$ cat config.mk
export PLATFORM = sky130hd
export DESIGN_NAME = trn_tx_arb
export DESIGN_NICKNAME = d
export VERILOG_FILES = /design/src/rtl/trn_pkg.sv /design/src/rtl/rr_pick.sv /design/src/rtl/trn_tx_arb.sv
export SDC_FILE = /design/constraint.sdc
export NUM_CORES = 1
export LEC_CHECK = 0
export BUFFER_PORTS_ARGS = -buffer_cell sky130_fd_sc_hd__buf_2
export CORE_AREA = 3 3 89 91
export CTS_BUF_LIST = sky130_fd_sc_hd__clkbuf_8
export DETAILED_ROUTE_END_ITERATION = 10
export DIE_AREA = 0 0 92 94
export PLACE_DENSITY_LB_ADDON = 0.1
export SLEW_MARGIN = 10
export SYNTH_ARGS = -nofsm -noshare
export SYNTH_HDL_FRONTEND = slang
export SYNTH_SLANG_ARGS = --single-unit
$ cat constraint.sdc
create_clock -name trn_clk -period 1.8 [get_ports trn_clk]
set_input_delay 0.09 -clock trn_clk [delete_from_list [all_inputs] [get_ports trn_clk]]
set_output_delay 0.09 -clock trn_clk [all_outputs]
set_load 0.05 [all_outputs]
$ cat src/rtl/trn_pkg.sv
// trn_pkg: shared definitions for the TRN transmit arbiter slice.
//   - trn_state_e   : arbiter FSM state encoding
//   - TRN_DW        : TRN data width
//   - TRN_TBUF_AV_W : width of the core's trn_tbuf_av field
//   - wrap_inc      : modulo-n increment used for round-robin pointers
package trn_pkg;

  localparam int TRN_DW        = 64;
  localparam int TRN_TBUF_AV_W = 6;

  typedef enum logic [1:0] {
    ST_IDLE = 2'd0,
    ST_CFG  = 2'd1,
    ST_PKT  = 2'd2
  } trn_state_e;

  // Next index after idx in a ring of n entries.
  function automatic int wrap_inc(input int idx, input int n);
    return (idx + 1 >= n) ? 0 : idx + 1;
  endfunction

endpackage

$ cat src/rtl/rr_pick.sv
// rr_pick: combinational round-robin picker.
// Returns the first set request at or after ptr, wrapping modulo N.
// Ports:
//   req     in  N   request vector
//   ptr     in  PW  search start index (must be < N)
//   win     out N   one-hot winner (zero when no request)
//   win_idx out PW  binary index of the winner
//   any     out 1   at least one request present
module rr_pick #(
  parameter int N  = 2,
  parameter int PW = (N > 1) ? $clog2(N) : 1
) (
  input  logic [N-1:0]  req,
  input  logic [PW-1:0] ptr,
  output logic [N-1:0]  win,
  output logic [PW-1:0] win_idx,
  output logic          any
);

  logic [2*N-1:0] req2_s;
  logic           hit_s;
  logic           found_s;
  int             idx_s;

  // Doubling the vector lets a plain offset walk cover the wrap-around.
  assign req2_s = {req, req};

  // Walk offsets 0..N-1 from ptr; the first hit wins.
  always_comb begin
    win_idx = '0;
    any     = 1'b0;
    hit_s   = 1'b0;
    found_s = 1'b0;
    idx_s   = 0;
    for (int k = 0; k < N; k++) begin
      hit_s   = |(req2_s & ({{(2*N-1){1'b0}}, 1'b1} << (int'(ptr) + k)));
      idx_s   = (int'(ptr) + k >= N) ? (int'(ptr) + k - N) : (int'(ptr) + k);
      found_s = any;
      any     = any | hit_s;
      win_idx = (hit_s && !found_s) ? PW'(idx_s) : win_idx;
    end
  end

  assign win = any ? ({{(N-1){1'b0}}, 1'b1} << win_idx) : '0;

endmodule

$ cat src/rtl/trn_tx_arb.sv
// trn_tx_arb: round-robin arbiter sharing the PCIe core's TRN transmit
// interface between NREQ local packet sources. Ownership changes only at
// TLP boundaries; the core's config-TLP slot request is serviced from IDLE
// and always wins over user requests there.
// Optional build macro TRN_TX_ARB_BUF_GATE_EN: a new grant additionally
// requires trn_tbuf_av >= BUF_MIN.
// Ports:
//   trn_clk, trn_reset_n       clock, async active-low reset
//   trn_lnk_up_n               link up (active-low); loss aborts the packet
//   req_*                      per-requester TRN Tx inputs (req_td packed 64b each)
//   req_tdst_rdy_n             per-requester ready (only the owner sees the core)
//   trn_t*                     muxed TRN Tx outputs to the core
//   trn_tdst_rdy_n, trn_tbuf_av, trn_terr_drop_n   core status
//   trn_tcfg_req_n / trn_tcfg_gnt_n                config slot handshake
//   gnt, busy                  one-hot owner and packet-in-flight status
module trn_tx_arb
  import trn_pkg::*;
#(
  parameter int NREQ    = 2,
  parameter int BUF_MIN = 1
) (
  input  logic                     trn_clk,
  input  logic                     trn_reset_n,
  input  logic                     trn_lnk_up_n,
  input  logic [NREQ*TRN_DW-1:0]   req_td,
  input  logic [NREQ-1:0]          req_trem_n,
  input  logic [NREQ-1:0]          req_tsof_n,
  input  logic [NREQ-1:0]          req_teof_n,
  input  logic [NREQ-1:0]          req_tsrc_rdy_n,
  input  logic [NREQ-1:0]          req_tsrc_dsc_n,
  input  logic [NREQ-1:0]          req_terrfwd_n,
  input  logic [NREQ-1:0]          req_tstr_n,
  output logic [NREQ-1:0]          req_tdst_rdy_n,
  output logic [TRN_DW-1:0]        trn_td,
  output logic                     trn_trem_n,
  output logic                     trn_tsof_n,
  output logic                     trn_teof_n,
  output logic                     trn_tsrc_rdy_n,
  output logic                     trn_tsrc_dsc_n,
  output logic                     trn_terrfwd_n,
  output logic                     trn_tstr_n,
  input  logic                     trn_tdst_rdy_n,
  input  logic [TRN_TBUF_AV_W-1:0] trn_tbuf_av,
  input  logic                     trn_tcfg_req_n,
  output logic                     trn_tcfg_gnt_n,
  input  logic                     trn_terr_drop_n,
  output logic [NREQ-1:0]          gnt,
  output logic                     busy
);

  localparam int PW = (NREQ > 1) ? $clog2(NREQ) : 1;

  trn_state_e      state_r, state_s;
  logic [NREQ-1:0] gnt_r, gnt_s;
  logic            busy_r, busy_s;
  logic [PW-1:0]   own_r, own_s;
  logic [PW-1:0]   ptr_r, ptr_s;
  logic            cfg_gnt_n_r, cfg_gnt_n_s;

  logic [NREQ-1:0] req_vec_s;
  logic [NREQ-1:0] pick_win_s;
  logic [PW-1:0]   pick_idx_s;
  logic            pick_any_s;
  logic            buf_ok_s;
  logic            eof_xfer_s;
  logic            pkt_end_s;

  // A requester asks for the link by presenting a valid start-of-frame beat.
  assign req_vec_s = ~req_tsrc_rdy_n & ~req_tsof_n;

  rr_pick #(.N(NREQ), .PW(PW)) u_pick (
    .req     (req_vec_s),
    .ptr     (ptr_r),
    .win     (pick_win_s),
    .win_idx (pick_idx_s),
    .any     (pick_any_s)
  );

`ifdef TRN_TX_ARB_BUF_GATE_EN
  assign buf_ok_s = (trn_tbuf_av >= TRN_TBUF_AV_W'(BUF_MIN));
`else
  localparam int unused_buf_min = BUF_MIN;
  logic unused_tbuf_s;
  assign unused_tbuf_s = ^trn_tbuf_av;
  assign buf_ok_s      = 1'b1;
`endif

  // Packet termination: accepted eof beat, owner discontinue, or core drop.
  assign eof_xfer_s = !req_teof_n[own_r] && !req_tsrc_rdy_n[own_r] && !trn_tdst_rdy_n;
  assign pkt_end_s  = eof_xfer_s || !req_tsrc_dsc_n[own_r] || !trn_terr_drop_n;

  // State and status registers.
  always_ff @(posedge trn_clk or negedge trn_reset_n) begin
    if (!trn_reset_n) begin
      state_r     <= ST_IDLE;
      gnt_r       <= '0;
      busy_r      <= 1'b0;
      own_r       <= '0;
      ptr_r       <= '0;
      cfg_gnt_n_r <= 1'b1;
    end else begin
      state_r     <= state_s;
      gnt_r       <= gnt_s;
      busy_r      <= busy_s;
      own_r       <= own_s;
      ptr_r       <= ptr_s;
      cfg_gnt_n_r <= cfg_gnt_n_s;
    end
  end

  // Next-state logic; link loss overrides everything.
  always_comb begin
    state_s     = state_r;
    gnt_s       = gnt_r;
    busy_s      = busy_r;
    own_s       = own_r;
    ptr_s       = ptr_r;
    cfg_gnt_n_s = 1'b1;
    if (trn_lnk_up_n) begin
      state_s = ST_IDLE;
      gnt_s   = '0;
      busy_s  = 1'b0;
    end else begin
      case (state_r)
        ST_IDLE: begin
          if (!trn_tcfg_req_n) begin
            state_s     = ST_CFG;
            cfg_gnt_n_s = 1'b0;
          end else if (pick_any_s && buf_ok_s) begin
            state_s = ST_PKT;
            gnt_s   = pick_win_s;
            own_s   = pick_idx_s;
            busy_s  = 1'b1;
          end else begin
            state_s = ST_IDLE;
          end
        end
        ST_CFG: begin
          // The config slot lasts one cycle; user grants wait for IDLE.
          state_s = ST_IDLE;
        end
        ST_PKT: begin
          if (pkt_end_s) begin
            state_s = ST_IDLE;
            gnt_s   = '0;
            busy_s  = 1'b0;
            ptr_s   = PW'(wrap_inc(int'(own_r), NREQ));
          end else begin
            state_s = ST_PKT;
          end
        end
        default: begin
          state_s = ST_IDLE;
          gnt_s   = '0;
          busy_s  = 1'b0;
        end
      endcase
    end
  end

  // Data path: the owner's beat goes straight through while a packet is open.
  always_comb begin
    trn_td         = '0;
    trn_trem_n     = 1'b1;
    trn_tsof_n     = 1'b1;
    trn_teof_n     = 1'b1;
    trn_tsrc_rdy_n = 1'b1;
    trn_tsrc_dsc_n = 1'b1;
    trn_terrfwd_n  = 1'b1;
    trn_tstr_n     = 1'b1;
    req_tdst_rdy_n = '1;
    if (state_r == ST_PKT) begin
      trn_td                = req_td[own_r*TRN_DW +: TRN_DW];
      trn_trem_n            = req_trem_n[own_r];
      trn_tsof_n            = req_tsof_n[own_r];
      trn_teof_n            = req_teof_n[own_r];
      trn_tsrc_rdy_n        = req_tsrc_rdy_n[own_r];
      trn_tsrc_dsc_n        = req_tsrc_dsc_n[own_r];
      trn_terrfwd_n         = req_terrfwd_n[own_r];
      trn_tstr_n            = req_tstr_n[own_r];
      req_tdst_rdy_n[own_r] = trn_tdst_rdy_n;
    end else begin
      trn_td = '0;
    end
  end

  assign gnt            = gnt_r;
  assign busy           = busy_r;
  assign trn_tcfg_gnt_n = cfg_gnt_n_r;

endmodule
==> results.cfg <==
[synth]
yosys_warnings = 0
ys_seq_area_share_pct = 13.3
synth.distinct_cells = 27
syn-cell-area_mm2 = 0.00152
asyncSetResetFlopFracSynth_pct = 100
yosysTopAreaCell = mux2i_1
synth_largest_type_area_fraction_pct = 46.9
synth.area.top_cells = mux2i_1, nor2_1, dfrtp_1
top_ff_cell_synth = dfrtp_1
synth.net_count = 356
post_synth.cell_area_avg_um2 = 7.50
synth_cells = 202
yosys_register_bits = 8
synth-edff-count = 0

[route]
vias = 2163
route.met3.wl_um = 539
topRoutingLayerUsed = met4
detail_route.iter0.violations = 28
viasPerCell = 4.18
wirelength_met1_mm = 2.58
detail_route.wl_per_cell_um = 13.3
route.met2.wl_mm = 3.75
drt_drc_violations_left = 0
finalWirelength_mm = 6.91
detail-route-antenna-nets = 0
drt_first_pass_iters = 5

[sta]
fin_clk_skew_ns = 0.00315
min_period_ns = 1.66
slew_headroom_pct = 67.7
timing.final.crit_share_pct = 92.2
rsz0062_at_grt = false
setup-tns-final_ns = 0
timing_hold_violations_final = 0
worst_slew_pin_slew_ns = 0.483
fmax_ghz = 0.603
setup-violations-final = 0
finalMaxSlewViolations = 0

[critical_path]
worst_setup_path_start_kind = flip-flop
crit_required_ns = 1.71
worst-r2r-cell-count = 4
timing.critical_path.slowest_stage_cell = dfrtp_4
critical_path.startpoint = own_r$_DFFE_PN0P_
timing.critical_path.arrival_ns = 1.57
critical_path_class = reg -> out
path_cells = buf_12, or3_1, buf_2
worst-path-max-fanout = 39
critical-path-max-stage-delay_ns = 0.52
worstSetupEndpointType = primary output
r2r-start = own_r$_DFFE_PN0P_

[global_routing]
gr_usage_total_pct = 14.2
first_global_vias = 2013
antenna_violations_before_repair = 0
grt_first_pass_wirelength_mm = 10.2
global_route.overflow_total = 0
grt_start_max_net_pins = 40

[clocking]
worst_skew_pair.late_latency_ns = 0.23
cts-buffers-inserted = 3
clockBufferDepth = 2
clk_pin_slew_ns = 0.04
tritoncts = yes
cts_sinks = 8
cts_root_buf = clkbuf_8
cts-htree-levels = 1

[placed_design]
gp_congestion = 0.722
placed_instance_area_mm2 = 0.00275
port-buffer-count = 224
place.detailed.hpwl_mm = 5.76

[worst_hold_path]
timing.hold.worst.class = in -> reg
holdPathStages = 2
hold_start = trn_lnk_up_n

[flow_run]
cap_viol_max_count = 0

[floorplan]
die_area_mm2 = 0.00865
rows = 31
top_level_ports = 231
floorplan.die.width_um = 92
initial_core_util_pct = 21.0
design.core.area_mm2 = 0.00721
floorplan.die.height_um = 94

[power_and_ir_drop]
power_per_cell_area_mw_per_mm2 = 546
total_leakage_power_nw = 1.63
design_power_total_mw = 1.54
vdd_drop_max_uv = 458

[cells_and_area]
final_net_count = 574
fillerInstances = 766
drive_gt1_share_pct = 57.3
utilization_pct = 39.1
n_antenna_cell = 0
layout-area-overhead-vs-synth_pct = 86.3
final_design_area_no_fill_mm2 = 0.00282

[run_status]
status = complete, no violations
per-stage QoR:
stage               setup slack, ns  cells  hold WS (ns)
floorplan                    0.0462    202        -0.206
global placement              0.342    513       -0.0555
detailed placement            0.319    513       -0.0560
CTS                          0.0886    518         0.117
global route                 0.0711    518         0.137
finish                        0.140    518         0.119
cells in the mapped netlist (2+ instances only):
master	n
nand2b_1	2
buf_4	4
mux2i_1	71
dfrtp_1	7
nor4b_4	2
clkbuf_1	4
nand2_1	15
nor2_1	70
nand3_1	2
buf_2	8
cell type report:
cell class	instances	area [um^2]	area share, %
Tap cell	99	124	4.39
Clock inverter	1	3.75	0.133
Clock buffer	3	41.3	1.46
Timing Repair Buffer	230	1220	43.4
Inverter	1	3.75	0.133
Sequential cell	8	205	7.27
Multi-Input combinational cell	176	1220	43.3
sequential cells by signal, indices dropped and copies added, names as in the netlist:
name / count
state_r: 2
gnt: 2
own_r: 1
trn_tcfg_gnt_n: 1
ptr_r: 1
busy: 1
where the power goes:
part | internal (mW) | leakage [nW] | switching [mW]
clock network | 0.148 | 0.0269 | 0.0711
registers | 0.209 | 0.101 | 0.0290
logic | 0.479 | 1.51 | 0.607
cell families after synthesis:
logic type,after synthesis,share of synthesized area (%)
buf+inv,18,6.61
compound gates,8,4.05
mux,71,46.9
simple gates,97,29.1
flops,8,13.3
cells in the final DEF (no fill, tap or decap), types with 2 or more instances in the layout:
cell type    n
nor2_1      70
buf_2      217
nand2_1     15
buf_12       3
mux2i_1     71
inv_1        2
clkbuf_4     7
dfrtp_1      6
nand3_1      2
nor4b_4      2
buf_4        2
clkbuf_8     3
timing repair:
item	CTS	global route
hold buffers	1	0
buffers inserted	0	0
endpoints found under the setup margin	0	7
endpoints found under the hold margin	8	0
gates resized for setup	0	8
layer usage:
layer | GRT usage, % | vias up
li1 | - | 1123
met2 | 28.3 | 102
met1 | 15.5 | 934
met5 | 0 | -
met3 | 3.21 | 4
met4 | 1.98 | 0
critical path, delay by kind of cell, from the launching register on:
family,cells,cell delay (ns)
buf+inv,2,0.43
simple gates,1,0.38
flops,1,0.52
path summary, 6_finish.rpt:
| kind | to | slack [ns] |
|---|---|---|
| min reg2reg | ptr_r$_DFFE_PN0P_ | 0.51 |
| min in group asynchronous | state_r[1]$_DFF_PN0_ | 0.23 |
| max in group asynchronous | trn_tcfg_gnt_n$_DFF_PN1_ | 1.33 |
| max | req_tdst_rdy_n[0] | 0.14 |
| max reg2reg | ptr_r$_DFFE_PN0P_ | 0.32 |
| min | ptr_r$_DFFE_PN0P_ | 0.12 |
(Power assumes the default switching activity.)
